[src/rtl/fp_mul_normround.sv]
// fp_mul_normround: FP32 multiply normalise (S1) / RNE round+pack (S2) pipeline, FTZ/DAZ; FPU_STICKY_FLAGS_EN adds a sticky flag accumulator
module fp_mul_normround #(
  parameter int PROD_W = 64,
  parameter int EXP_W  = 10
) (
  input  logic                    clk,
  input  logic                    rst_n,
  input  logic                    in_valid,
  output logic                    in_ready,
  input  logic                    in_sign,
  input  logic signed [EXP_W-1:0] in_exp,
  input  logic [PROD_W-1:0]       in_prod,
  input  logic [2:0]              in_class,
  output logic                    out_valid,
  input  logic                    out_ready,
  output logic [31:0]             out_result,
  output logic [3:0]              out_flags
`ifdef FPU_STICKY_FLAGS_EN
  ,
  input  logic                    flags_clr,
  output logic [3:0]              sticky_flags
`endif
);
  logic                    s1_valid, s1_sign, s1_guard, s1_sticky;
  logic signed [EXP_W:0]   s1_exp;
  logic [22:0]             s1_mant;
  logic [2:0]              s1_class;
  logic                    hi, s2_free, rnd, nx;
  logic [22:0]             n_mant;
  logic                    n_guard, n_sticky;
  logic signed [EXP_W:0]   n_exp, e_r;
  logic [23:0]             m24;
  logic [31:0]             n_result;
  logic [3:0]              n_flags;
  logic                    unused_prod;
  assign unused_prod = ^in_prod[PROD_W-1:48];
  assign s2_free  = !out_valid | out_ready;
  assign in_ready = !s1_valid | s2_free;
  // Normalise: pick the 23 fraction bits below the leading one and collapse the rest into guard/sticky.
  always_comb begin
    hi       = in_prod[47];
    n_mant   = hi ? in_prod[46:24] : in_prod[45:23];
    n_guard  = hi ? in_prod[23] : in_prod[22];
    n_sticky = hi ? |in_prod[22:0] : |in_prod[21:0];
    n_exp    = {in_exp[EXP_W-1], in_exp} + {{EXP_W{1'b0}}, hi};
  end
  // Round to nearest even and pack; special classes override the arithmetic result.
  always_comb begin
    rnd      = s1_guard & (s1_sticky | s1_mant[0]);
    nx       = s1_guard | s1_sticky;
    m24      = {1'b0, s1_mant} + {23'h0, rnd};
    e_r      = s1_exp + {{EXP_W{1'b0}}, m24[23]};
    n_result = s1_class == 3'd1 ? {s1_sign, 31'h0} :
               s1_class == 3'd2 ? {s1_sign, 8'hFF, 23'h0} :
               s1_class != 3'd0 ? 32'h7FC00000 :
               s1_exp <= 0      ? {s1_sign, 31'h0} :
               e_r >= 255       ? {s1_sign, 8'hFF, 23'h0} :
                                  {s1_sign, e_r[7:0], m24[22:0]};
    n_flags  = s1_class == 3'd1 || s1_class == 3'd2 || s1_class == 3'd3 ? 4'b0000 :
               s1_class != 3'd0 ? 4'b1000 :
               s1_exp <= 0      ? 4'b0011 :
               e_r >= 255       ? 4'b0101 :
                                  {3'b000, nx};
  end
  // S1 loads whenever it is empty or its beat moves into S2 this cycle.
  always_ff @(posedge clk or negedge rst_n) begin
    if (!rst_n) begin
      s1_valid  <= 1'b0;
      s1_sign   <= 1'b0;
      s1_exp    <= '0;
      s1_mant   <= '0;
      s1_guard  <= 1'b0;
      s1_sticky <= 1'b0;
      s1_class  <= '0;
    end else if (in_ready) begin
      s1_valid  <= in_valid;
      s1_sign   <= in_sign;
      s1_exp    <= n_exp;
      s1_mant   <= n_mant;
      s1_guard  <= n_guard;
      s1_sticky <= n_sticky;
      s1_class  <= in_class;
    end
  end
  // Output register holds its beat steady until the consumer takes it.
  always_ff @(posedge clk or negedge rst_n) begin
    if (!rst_n) begin
      out_valid  <= 1'b0;
      out_result <= '0;
      out_flags  <= '0;
    end else if (s2_free) begin
      out_valid <= s1_valid;
      if (s1_valid) begin
        out_result <= n_result;
        out_flags  <= n_flags;
      end
    end
  end
`ifdef FPU_STICKY_FLAGS_EN
  // Accumulate flags of every delivered beat; a clear coinciding with a transfer keeps only that beat.
  always_ff @(posedge clk or negedge rst_n) begin
    if (!rst_n) sticky_flags <= '0;
    else if (flags_clr) sticky_flags <= (out_valid & out_ready) ? out_flags : 4'h0;
    else if (out_valid & out_ready) sticky_flags <= sticky_flags | out_flags;
  end
`endif
endmodule

[config.mk]
export PLATFORM = sky130hd
export DESIGN_NAME = fp_mul_normround
export DESIGN_NICKNAME = d
export VERILOG_FILES = /design/src/rtl/fp_mul_normround.sv
export SDC_FILE = /design/constraint.sdc
export NUM_CORES = 1
export LEC_CHECK = 0
export ABC_AREA = 1
export CAP_MARGIN = 10
export CORE_UTILIZATION = 44
export DETAILED_ROUTE_END_ITERATION = 12
export GPL_TIMING_DRIVEN = 0
export MAX_ROUTING_LAYER = met4
export PLACE_DENSITY = 0.77
export SYNTH_ARGS = -nofsm -noshare
export SYNTH_HDL_FRONTEND = slang
export SYNTH_SLANG_ARGS = --single-unit
[constraint.sdc]
create_clock -name clk -period 2.9 [get_ports clk]
set_input_delay 0.58 -clock clk [delete_from_list [all_inputs] [get_ports clk]]
set_output_delay 0.58 -clock clk [all_outputs]
set_load 0.02 [all_outputs]
# ---- Word level (Yosys, flattened, before mapping)
# Cells that the tools add are included.
dict set report totals {
  output_inout_bits 38
  latchBits 0
  n_memories 0
  wordCells 43
  regBits 78
  mem_bits_rw 0
  rom_bits 0
}
dict set report op_classes {
  reduce_logical 8
  order_cmp 2
  n_shift 0
  n_div 0
  n_mul 0
  add_sub_neg 3
  n_mux 12
  n_eq_ne 3
  n_bitwise 5
}
# op count
set op_table {}
lappend op_table {{$mux W32} 3}
lappend op_table {{$mux W31} 2}
lappend op_table {{$add A23 B1 Y24} 1}
lappend op_table {{$mux W23} 1}
lappend op_table {{$reduce_or A23 Y1} 1}
lappend op_table {{$reduce_or A22 Y1} 1}
lappend op_table {{$add A10 B2 Y11} 1}
lappend op_table {{$add A11 B1 Y11} 1}
lappend op_table {{$ge A11 B9 Y1 const B} 1}
lappend op_table {{$le A11 B1 Y1 const B} 1}
lappend op_table {{$mux W4} 2}
lappend op_table {{$eq A3 B2 Y1 const B} 2}
lappend op_table {{$mux W3} 2}
lappend op_table {{$or A1 B1 Y1} 4}
lappend op_table {{$eq A3 B1 Y1 const B} 1}
lappend op_table {{$reduce_bool A3 Y1} 1}
lappend op_table {{$logic_not A1 Y1} 2}
lappend op_table {{$logic_or A1 B1 Y1} 2}
lappend op_table {{$mux W1} 2}
lappend op_table {{$reduce_and A2 Y1} 1}
lappend op_table {{$and A1 B1 Y1} 1}

# ---- Depth between registers and ports, before layout
# Gate-level depths: netlist (run 1).
dict set report logic_depth {
  depth_word 10
  depth_mapped 27
}

# ---- Worst setup path after synthesis (run 1)
# Ideal clock, no wire load.
dict set report synth_timing {
  kind {reg2reg}
  startpoint {register s1_mant[0]}
  endpoint {register out_result[28]}
  t_arrival_ns 2.910
  path_stages_with_launch 26
  period_less_slack_ns 3.027
  setup_slack_ns -0.127
  required_ns 2.783
  setup_time_ns 0.117
  path_cell_list {dfrtp_1 inv_1 a21oi_1 ha_1 nand3_1 inv_1 nand2_1 inv_1 nand2_1 nor3_1 nand3_1 nor4_1 ha_1 nand2_2 nor2_4 nand3_2 xor2_1 nor2_2 nand2_2 nand2_4 buf_6 nand2_2 nand2_1 nand2_1 nand2_1 nand2_1}
}
dict set report synth_between {
  elab_chain_len 10
}
# item line_no
set synth_lines {}
lappend synth_lines {{from (decl)} 26} ;# logic [22:0] s1_mant;
lappend synth_lines {{from (signal assigned)} 79} ;# s1_mant <= n_mant;
lappend synth_lines {{$or A1 B1 Y1} 49} ;# rnd = s1_guard & (s1_sticky | s1_mant[0]);
lappend synth_lines {{$and A1 B1 Y1} 49}
lappend synth_lines {{$add A23 B1 Y24 *} 51} ;# m24 = {1'b0, s1_mant} + {23'h0, rnd};
lappend synth_lines {{$add A11 B1 Y11 *} 52} ;# e_r = s1_exp + {{EXP_W{1'b0}}, m24[23]};
lappend synth_lines {{$ge A11 B9 Y1} 57} ;# e_r >= 255 ? {s1_sign, 8'hFF, 23'h0} :
lappend synth_lines {{$mux W31 *} 57}
lappend synth_lines {{$mux W31 *} 56} ;# s1_exp <= 0 ? {s1_sign, 31'h0} :
lappend synth_lines {{$mux W32 *} 55} ;# s1_class != 3'd0 ? 32'h7FC00000 :
lappend synth_lines {{$mux W32 *} 54} ;# s1_class == 3'd2 ? {s1_sign, 8'hFF, 23'h0} :
lappend synth_lines {{$mux W32 *} 53} ;# n_result = s1_class == 3'd1 ? {s1_sign, 31'h0} :
lappend synth_lines {{to (signal assigned)} 94} ;# out_result <= n_result;
lappend synth_lines {{to (decl)} 16} ;# output logic [31:0] out_result,
# Every way passes the cells marked *; elsewhere a longest branch is shown, timed or not.
# A chain may end at the register's enable or synchronous reset.

# ---- Worst setup path in the final report (run 1)
dict set report layout_timing {
  startpoint {register s1_mant[0]}
  endpoint {register out_result[15]}
}
dict set report layout_between {
  elab_chain_len 10
}
# item line_no
set layout_lines {}
lappend layout_lines {{$or A1 B1 Y1} 49}
lappend layout_lines {{$and A1 B1 Y1} 49}
lappend layout_lines {{$add A23 B1 Y24 *} 51}
lappend layout_lines {{$add A11 B1 Y11} 52}
lappend layout_lines {{$ge A11 B9 Y1} 57}
lappend layout_lines {{$mux W31 *} 57}
lappend layout_lines {{$mux W31 *} 56}
lappend layout_lines {{$mux W32 *} 55}
lappend layout_lines {{$mux W32 *} 54}
lappend layout_lines {{$mux W32 *} 53}
# Marks and branches as above.

==> results of run 1 <==
repair_timing:
item | 4_1_cts | 5_1_grt
endpoints found under the setup margin | 34 | 33
gates cloned | 2 | 0
hold buffers | 0 | 0
pin swaps | 17 | 26
resized for setup | 45 | 27
buffers inserted | 34 | 10
where the power goes:
part	leakage, nW	internal [mW]	total, mW	switching, mW
Sequential	0.964	1.21	1.31	0.107
Combinational	2.05	0.373	0.866	0.492
Clock	0.0857	0.335	0.761	0.426
Total	3.10	1.91	2.94	1.03
stage by stage:
step           worst slack [ns]  area, sq um  TNS [ns]  total power [mW]
6_report                 -0.478         6500    -11.68              2.94
4_1_cts                  -0.476         6350    -13.94              2.91
5_1_grt                  -0.652         6500    -18.86              3.09
3_5_place_dp             -0.993         5690    -29.33              2.10
2_1_floorplan           -0.0187         4470   -0.0187              1.73
3_3_place_gp              -1.50         5670   -141.73              2.08
Yosys cell counts, drive strengths merged:
library cell  instances  share of area, %
nand2               199                17
inv                  87               7.3
dfrtp                78                44
o21ai                64               8.0
nor2                 36               3.6
nand3                25               2.9
o211ai               18               3.0
clkbuf               17               1.4
nor3                 11               1.5
nor4                  9               1.3
xor2                  9               1.8
a21oi                 7              0.79
nand4                 7              0.98
ha                    6               1.7
or2                   6              0.84
a31oi                 4              0.56
xnor2                 3              0.59
a41oi                 2              0.39
buf                   2              0.51
o22ai                 2              0.28
a211oi                1              0.17
a32o                  1              0.22
and2                  1              0.14
nand3b                1              0.17
nor3b                 1              0.17
o2111ai               1              0.20
o21bai                1              0.17
o221ai                1              0.20
area by class of cell:
cell class                 instances  area [sq um]
multi-input combinational        416          2320
sequential                        78          1950
buffer                            18          92.6
inverter                          87           330
clock inverter                     5          33.8
timing repair buffer             149          1470
fill                             818          3270
tap                              133           166
clock buffer                      11           141
kinds of logic after synthesis:
kind of cell    synth area share [%]
xor+xnor                        2.36
buf+inv                         9.26
flops                           43.8
compound gates                  14.0
fa+ha+maj                       1.68
simple gates                    28.9
worst paths after layout:
kind	from	to	slack, ns	cells past startpoint
worst max-delay path	s1_mant[0]	out_result[15]	-0.48	25
worst min-delay path	rst_n	s1_exp[3]	0.09	1
worst max register to register	s1_mant[0]	out_result[15]	-0.48	25
worst min register to register	out_result[25]	out_result[25]	0.49	2
max in group asynchronous	rst_n	out_result[16]	2.23	2
min in group clk	out_result[25]	out_result[25]	0.49	2
flip-flops by register name, summed over array words and instances, names as in the netlist:
name / flops
out_flags: 4
out_result: 32
out_valid: 1
s1_class: 3
s1_exp: 11
s1_guard: 1
s1_mant: 23
s1_sign: 1
s1_sticky: 1
s1_valid: 1
critical path: stages (launching register included):
cell and delay, ns:
dfrtp_1 0.40, buf_4 0.14, buf_6 0.11, ha_4 0.17, nand3_4 0.10, inv_2 0.05
nand2_2 0.08, inv_2 0.06, buf_4 0.12, buf_4 0.12, buf_4 0.12, buf_6 0.10
buf_4 0.12, buf_4 0.12, buf_4 0.12, buf_4 0.12, buf_4 0.12, buf_4 0.12
buf_4 0.12, buf_4 0.12, buf_4 0.12, buf_4 0.12, buf_4 0.12, a41oi_2 0.17
o21bai_4 0.16, o21ai_2 0.07
placed cells by master, fill, tap and decap left out, types with 8 or more instances in the layout:
| cell | netlist | routed |
|---|---|---|
| inv_2 | 3 | 8 |
| nor4_1 | 9 | 8 |
| inv_1 | 84 | 78 |
| buf_4 | 0 | 37 |
| clkbuf_1 | 17 | 16 |
| o211ai_1 | 18 | 18 |
| o21ai_2 | 10 | 18 |
| clkdlybuf4s50_1 | 0 | 101 |
| clkbuf_8 | 0 | 10 |
| nand3_1 | 24 | 19 |
| nand2_1 | 191 | 174 |
| o21ai_0 | 51 | 44 |
| xor2_1 | 9 | 8 |
| nand2_2 | 7 | 21 |
| nor3_1 | 10 | 8 |
| nor2_1 | 30 | 29 |
| dfrtp_1 | 78 | 78 |
per-layer routing:
layer,track usage (%),wire length [um]
met5,-,0
met4,13.1,383
met3,4.14,791
met2,48.6,6940
met1,33.6,5820
==> flow_summary.yaml, run 1 <==
status:
  status: "finished with violations"
  failed_checks: "setup timing"
cells_and_area:
  drive_gt1_share_pct: 19.2
  antenna_cells: 0
  instances_no_fill: 897
  fin_nets: 847
  area_delta_synth_final_pct: 45.8
  final_util_pct: 66.5
synthesis:
  yosysSeqAreaShare_pct: 43.8
  ys_ff_latch: 78
  yosys_warnings: 0
  syn_nets: 688
  syn_avg_cell_area_sq_um: 7.43
  synth_area_sq_um: 4460
  syn_inst: 600
  netlist-cell-type-count: 37
route:
  drtIter0Drc: 245
  wl_per_cell_um: 15.5
  ant_nets: 0
  num_vias: 4677
  dr.pass1.iters: 5
  wirelength_mm: 13.9
  drcViolationCount: 0
  vias_per_cell: 5.21
floorplanning:
  die_h_um: 103
  dieArea_sq_um: 10500
  io_pins: 120
  num_rows: 36
  core_sq_um: 9770
  die_w_um: 103
  start_util_pct: 45.6
sta:
  rsz0062_at_grt: "true"
  report.final.setup_viol: 33
  finalHoldViolations: 0
  timing.hold.ws_ns: 0.0902
  fin_skew_ns: 0.0114
  post-route-min-period_ns: 3.38
  fmax_mhz: 296
  tightest_slew_ns: 0.826
  slew_viol_final: 0
  fin_ws_ns: -0.478
  period_share_pct: 116
  slew-limit-headroom_pct: 44.8
run:
  max-cap-violations: 0
global_route:
  antenna_found_initial: 0
  grt_pass1_wl_mm: 21.8
  grt_pass1_vias: 4615
  grtUsageTotal_pct: 28.6
  grt.overflow.total: 0
  grt_max_degree: 60
placement:
  gp_congestion: 0.947
  dp_hpwl_mm: 10.1
  numPortBuffers: 103
  dp_cells: 837
setup_path:
  path_class: "reg2reg"
  crit_fanout: 2
  worst_ep_arrival_time_ns: 3.63
  cp_data_required_time_ns: 3.15
  cp-end-kind: "flop"
  startpoint_type: "flop"
clock_tree:
  cts_tree: "done"
  cts_inserted_buffers: 9
  path_clk_slew_ns: 0.09
  root_buffer: "clkbuf_8"
  clk_latency_ns: 0.37
  ctsLongestPathBuffers: 2
  h-tree-depth: 3
  cts.sinks: 78
pwr:
  leakagePower_nw: 3.10
  power.density_nw_per_um2: 452
  ir_drop_v: 0.000244
hold_path:
  hold_class: "in2async"
(Power assumes the default switching activity.)
==> run 2: changes to the inputs <==
Settings changed: GPL_ROUTABILITY_DRIVEN set to 0, SLEW_MARGIN set to 40.
==> run 2 against run 1 <==
Net effect:
- the run still ends with setup timing left
- clock skew decreased by 0.0024 ns
- total power increased by 5.5%
- core utilization decreased by 1.7 points
- clock-buffer cell count decreased by 2
- worst setup slack improved by 0.094 ns
- largest cell class unchanged
- highest routed layer unchanged
==> flow_summary.yaml, run 2 (synthesis results as in run 1) <==
cells_and_area:
  instances_no_fill: 880
  top_register: "out_result"
  multi_input_area_sq_um: 2250
  antenna_cells: 0
  drive_gt1_share_pct: 15.3
  largest_register_ffs: 32
  reg_top3: "out_result x32, s1_mant x23, s1_exp x11"
  fin_nets: 830
  nFillCells: 805
  final_common_cell: "nand2_1"
  area_delta_synth_final_pct: 42.1
  layout_common_cells: "nand2_1, clkdlybuf4s50_1, inv_1, dfrtp_1, o21ai_0"
  seqCellArea_sq_um: 1950
global_route:
  grt_max_degree: 62
  grt_pass1_vias: 4692
  grtUsageTotal_pct: 28.4
  grt_pass1_wl_mm: 21.8
  antenna_found_initial: 0
  grt.overflow.total: 0
setup_path:
  crit_fanout: 5
  reg2reg_to: "out_result[25]"
  startpoint_type: "flop"
  r2r_start: "s1_sticky"
  r2r_setup_slack_ns: -0.38
  r2r_cells: 24
  cp_data_required_time_ns: 3.17
  cp-end-kind: "flop"
  worst_ep_arrival_time_ns: 3.55
  path_class: "reg2reg"
floorplanning:
  die_w_um: 103
  start_util_pct: 45.6
  core_sq_um: 9770
  io_pins: 120
  dieArea_sq_um: 10500
  num_rows: 36
  die_h_um: 103
route:
  dr.pass1.iters: 6
  wl_met1_mm: 5.42
  drtIter0Drc: 353
  num_vias: 4744
  drcViolationCount: 0
  dr_wl_met3_mm: 1.08
  ant_nets: 0
  wl_per_cell_um: 16.1
  wl_met2_mm: 6.96
  vias_per_cell: 5.39
  wirelength_mm: 14.2
  top_layer_used: "met4"
sta:
  finalHoldViolations: 0
  fin_ws_ns: -0.383
  timing.hold.ws_ns: 0.0319
  rsz0062_at_grt: "true"
  slew_viol_final: 0
  post-route-min-period_ns: 3.28
  fmax_mhz: 305
  fin_skew_ns: 0.00896
  slew-limit-headroom_pct: 45.2
  tightest_slew_ns: 0.819
  period_share_pct: 113
  report.final.setup_viol: 33
  tns_ns: -10.57
clock_tree:
  ctsLongestPathBuffers: 2
  h-tree-depth: 3
  clk_latency_ns: 0.37
  cts_inserted_buffers: 9
  cts.sinks: 78
  root_buffer: "clkbuf_8"
  path_clk_slew_ns: 0.09
  cts_tree: "done"
  holdBufCountCts: 0
pwr:
  power.density_nw_per_um2: 490
  ir_drop_v: 0.000255
  leakagePower_nw: 3.02
status:
  status: "finished with violations"
  failed_checks: "setup timing"
placement:
  dp_cells: 837
  place_ws_ns: -0.922
  dp_hpwl_mm: 9.86
  numPortBuffers: 103
hold_path:
  hold_class: "in2async"
run:
  max-cap-violations: 0
run 2: changes by cell type in the layout (fill, tap and decap cells not counted), sizes merged:
cell / delta
clkinv: +2
clkinvlp: -1
dlymetal6s2s: +1
bufinv: +2
dlygate4sd2: -1
buf: -17
clkbuf: -2
inv: -1
run 2: report_power, final:
group          internal (mW)  switching, mW  total (mW)
sequential              1.21          0.104        1.31
combinational          0.361          0.495       0.856
clock                  0.487          0.449       0.936
run 2: final cells by class:
| type | instances | share of cell area (%) |
|---|---|---|
| clock inverters | 7 | 1.56 |
| well taps | 133 | 2.63 |
| plain buffers | 18 | 1.46 |
| multi-input cells | 416 | 35.5 |
| clock buffers | 9 | 1.95 |
| inverters | 87 | 5.29 |
| flip-flops and latches | 78 | 30.8 |
| repair buffers | 132 | 20.8 |
run 2: timing repair:
item,4_1_cts,5_1_grt
setup buffers,21,5
resized for setup,38,19
pin swaps,14,20
hold endpoints to repair,0,0
endpoints found under the setup margin,34,34
cloned,2,0
run 2: layer usage:
metal / vias to the layer above / global-route usage, %
met5: - / -
met4: 0 / 14.9
met3: 69 / 5.42
met2: 247 / 47.7
met1: 2217 / 32.0
li1: 2211 / -
run 2: worst max-delay path: stages (launching register included):
cell     delay, ns
dfrtp_1       0.38
inv_2         0.06
a21oi_2       0.13
ha_2          0.22
nand3_4       0.10
inv_4         0.08
nand2_4       0.06
inv_4         0.08
nand2_4       0.06
nor3_4        0.14
nand3_2       0.14
nor4_4        0.21
ha_2          0.25
nand2_2       0.08
nor2_4        0.16
nand2_2       0.09
o21ai_1       0.19
nand2_2       0.14
nand2_4       0.17
buf_6         0.12
nand2_2       0.04
nand2_1       0.07
nand2_1       0.08
nand2_1       0.08
nand2_1       0.05
run 2: per-stage QoR:
| stage | utilization (%) | power, mW | area, sq um |
|---|---|---|---|
| 2_1_floorplan | - | 1.73 | 4470 |
| 3_3_place_gp | 58.0 | 2.07 | 5670 |
| 3_5_place_dp | 58.3 | 2.09 | 5700 |
| 4_1_cts | 63.7 | 3.06 | 6230 |
| 5_1_grt | 64.8 | 3.24 | 6340 |
| 6_report | 64.8 | 3.10 | 6340 |
run 2: worst max path at each step:
| stage | startpoint | cells after the start | to |
|---|---|---|---|
| after detailed placement | out_ready | 8 | in_ready |
| after global placement | rst_n | 1 | out_result[14] |
| after floorplan | s1_mant[0] | 25 | out_result[28] |
| after global routing | s1_sticky | 27 | out_result[25] |
| final | s1_sticky | 24 | out_result[25] |
| after CTS | s1_sticky | 27 | out_result[25] |
==> run 3: changes to the inputs <==
Settings changed: MAX_ROUTING_LAYER met4 to unset.
==> run 3 against run 2 <==
Net effect:
- the flow still finishes with violations (setup timing)
- critical endpoint unchanged
- largest cell class unchanged
- critical path type unchanged
- critical path depth grew 3
- worst hold slack got worse by 0.0012 ns
- register-to-register slack got worse by 0.02 ns
==> flow_summary.yaml, run 3 (synthesis results as in run 1) <==
pwr:
  pwr-share-comb_pct: 27.6
  power.density_nw_per_um2: 490
  switching_share_pct: 33.8
  clockPowerShare_pct: 30.2
  leakagePower_nw: 3.02
  p_seq_share_pct: 42.2
  intPower_mw: 2.05
  switching_power_mw: 1.05
  ir_drop_v: 0.000254
  power.total_mw: 3.10
route:
  wl_per_cell_um: 16.1
  drtIter0Drc: 397
  drcViolationCount: 0
  num_vias: 4761
  wirelength_mm: 14.2
  ant_nets: 0
  dr.pass1.iters: 8
  vias_per_cell: 5.41
clock_tree:
  h-tree-depth: 3
  cts_tree: "done"
  holdBufCountCts: 0
  cts.sinks: 78
  path_clk_slew_ns: 0.09
  cts_inserted_buffers: 9
  ctsLongestPathBuffers: 2
  root_buffer: "clkbuf_8"
  clk_latency_ns: 0.37
cells_and_area:
  postLayoutCellArea_sq_um: 6340
  largest_register_ffs: 32
  antenna_cells: 0
  final_util_pct: 64.8
  drive_gt1_share_pct: 15.3
  fin_nets: 830
  instances_no_fill: 880
  layout_common_cells: "nand2_1, clkdlybuf4s50_1, inv_1, dfrtp_1, o21ai_0"
  reg_top3: "out_result x32, s1_mant x23, s1_exp x11"
  top_register: "out_result"
  area_delta_synth_final_pct: 42.1
  final_common_cell: "nand2_1"
sta:
  fin_ws_ns: -0.401
  rsz0062_at_grt: "true"
  post-route-min-period_ns: 3.30
  period_share_pct: 114
  fmax_mhz: 303
  fin_skew_ns: 0.0113
  tightest_slew_ns: 0.834
  tns_ns: -10.84
  slew-limit-headroom_pct: 44.2
  finalHoldViolations: 0
  report.final.setup_viol: 33
  slew_viol_final: 0
setup_path:
  path_class: "reg2reg"
  worst_ep_arrival_time_ns: 3.62
  cp_data_required_time_ns: 3.22
  startpoint_type: "flop"
  cp-end-kind: "flop"
  crit_fanout: 5
floorplanning:
  die_w_um: 103
  die_h_um: 103
  core_sq_um: 9770
  start_util_pct: 45.6
  dieArea_sq_um: 10500
  num_rows: 36
  io_pins: 120
run:
  max-cap-violations: 0
global_route:
  grt_max_degree: 62
  grt_pass1_vias: 4705
  grt.overflow.total: 0
  grt_pass1_wl_mm: 21.8
  grtUsageTotal_pct: 27.5
  antenna_found_initial: 0
placement:
  dp_cells: 837
  dp_hpwl_mm: 9.86
  numPortBuffers: 103
  dpl-instance-area_sq_um: 5700
hold_path:
  hold_class: "in2async"
status:
  failed_checks: "setup timing"
  status: "finished with violations"
run 3: cell counts in the layout (fill, tap and decap cells not counted):
No cell type changed its count.
run 3: final cells by class:
class	count	area, sq um
Fill cell	805	3440
Clock inverter	7	98.8
Multi-Input combinational cell	416	2250
Inverter	87	335
Tap cell	133	166
Sequential cell	78	1950
Clock buffer	9	124
Buffer	18	92.6
Timing Repair Buffer	132	1320
run 3: path summary, 6_finish.rpt:
check,slack (ns),start,cells past startpoint,end
setup / recovery,-0.40,s1_sticky,27,out_result[25]
hold / removal,0.03,rst_n,1,s1_exp[5]
setup reg to reg,-0.40,s1_sticky,27,out_result[25]
hold reg to reg,0.48,out_result[25],2,out_result[25]
max in group asynchronous,2.32,rst_n,2,s1_mant[17]
min in group clk,0.48,out_result[25],2,out_result[25]
run 3: per-stage QoR:
stage	hold WS, ns	worst slack (ns)
floorplan	0.284	-0.0187
global placement	0.455	-1.40
detailed placement	0.429	-0.922
CTS	0.0331	-0.431
global route	0.0413	-0.668
finish	0.0308	-0.401
run 3: per-layer routing:
layer | share of wire [%] | vias up | track usage (%) | wire, um
met1 | 38 | 2229 | 31.8 | 5360
met3 | 8.0 | 68 | 5.49 | 1140
met2 | 49 | 251 | 47.8 | 6970
met5 | 0 | - | 0 | 0
li1 | - | 2213 | - | -
met4 | 4.8 | 0 | 14.9 | 685
run 3: repair_timing:
item / CTS / global route
gates cloned: 2 / 0
setup buffers: 21 / 5
endpoints found under the setup margin: 34 / 34
hold endpoints to repair: 0 / 0
gates resized for setup: 38 / 19
pin swaps: 14 / 20
run 3: worst max-delay path: stages (launching register included):
cell	delay, ns
dfrtp_1	0.39
inv_2	0.06
a21oi_2	0.13
ha_2	0.22
nand3_4	0.10
inv_4	0.08
nand2_4	0.06
inv_4	0.08
nand2_4	0.06
nor3_4	0.15
nand3_2	0.14
nor4_4	0.22
ha_2	0.27
nand2_2	0.08
nor2_4	0.14
nand2_1	0.07
nand2_1	0.08
nand2_1	0.07
nor2_1	0.11
nand3_1	0.09
nand2_2	0.08
nand2_4	0.10
buf_6	0.14
nand2_2	0.04
nand2_1	0.06
nand2_1	0.10
nand2_1	0.06
nand2_1	0.07
run 3: power groups by stage:
stage               logic, mW  registers [mW]  clock network [mW]
floorplan               0.357            1.37                   0
global placement        0.745            1.32                   0
detailed placement      0.767            1.33                   0
CTS                     0.819            1.31               0.934
global route            0.931            1.33               0.982
finish                  0.855            1.31               0.937
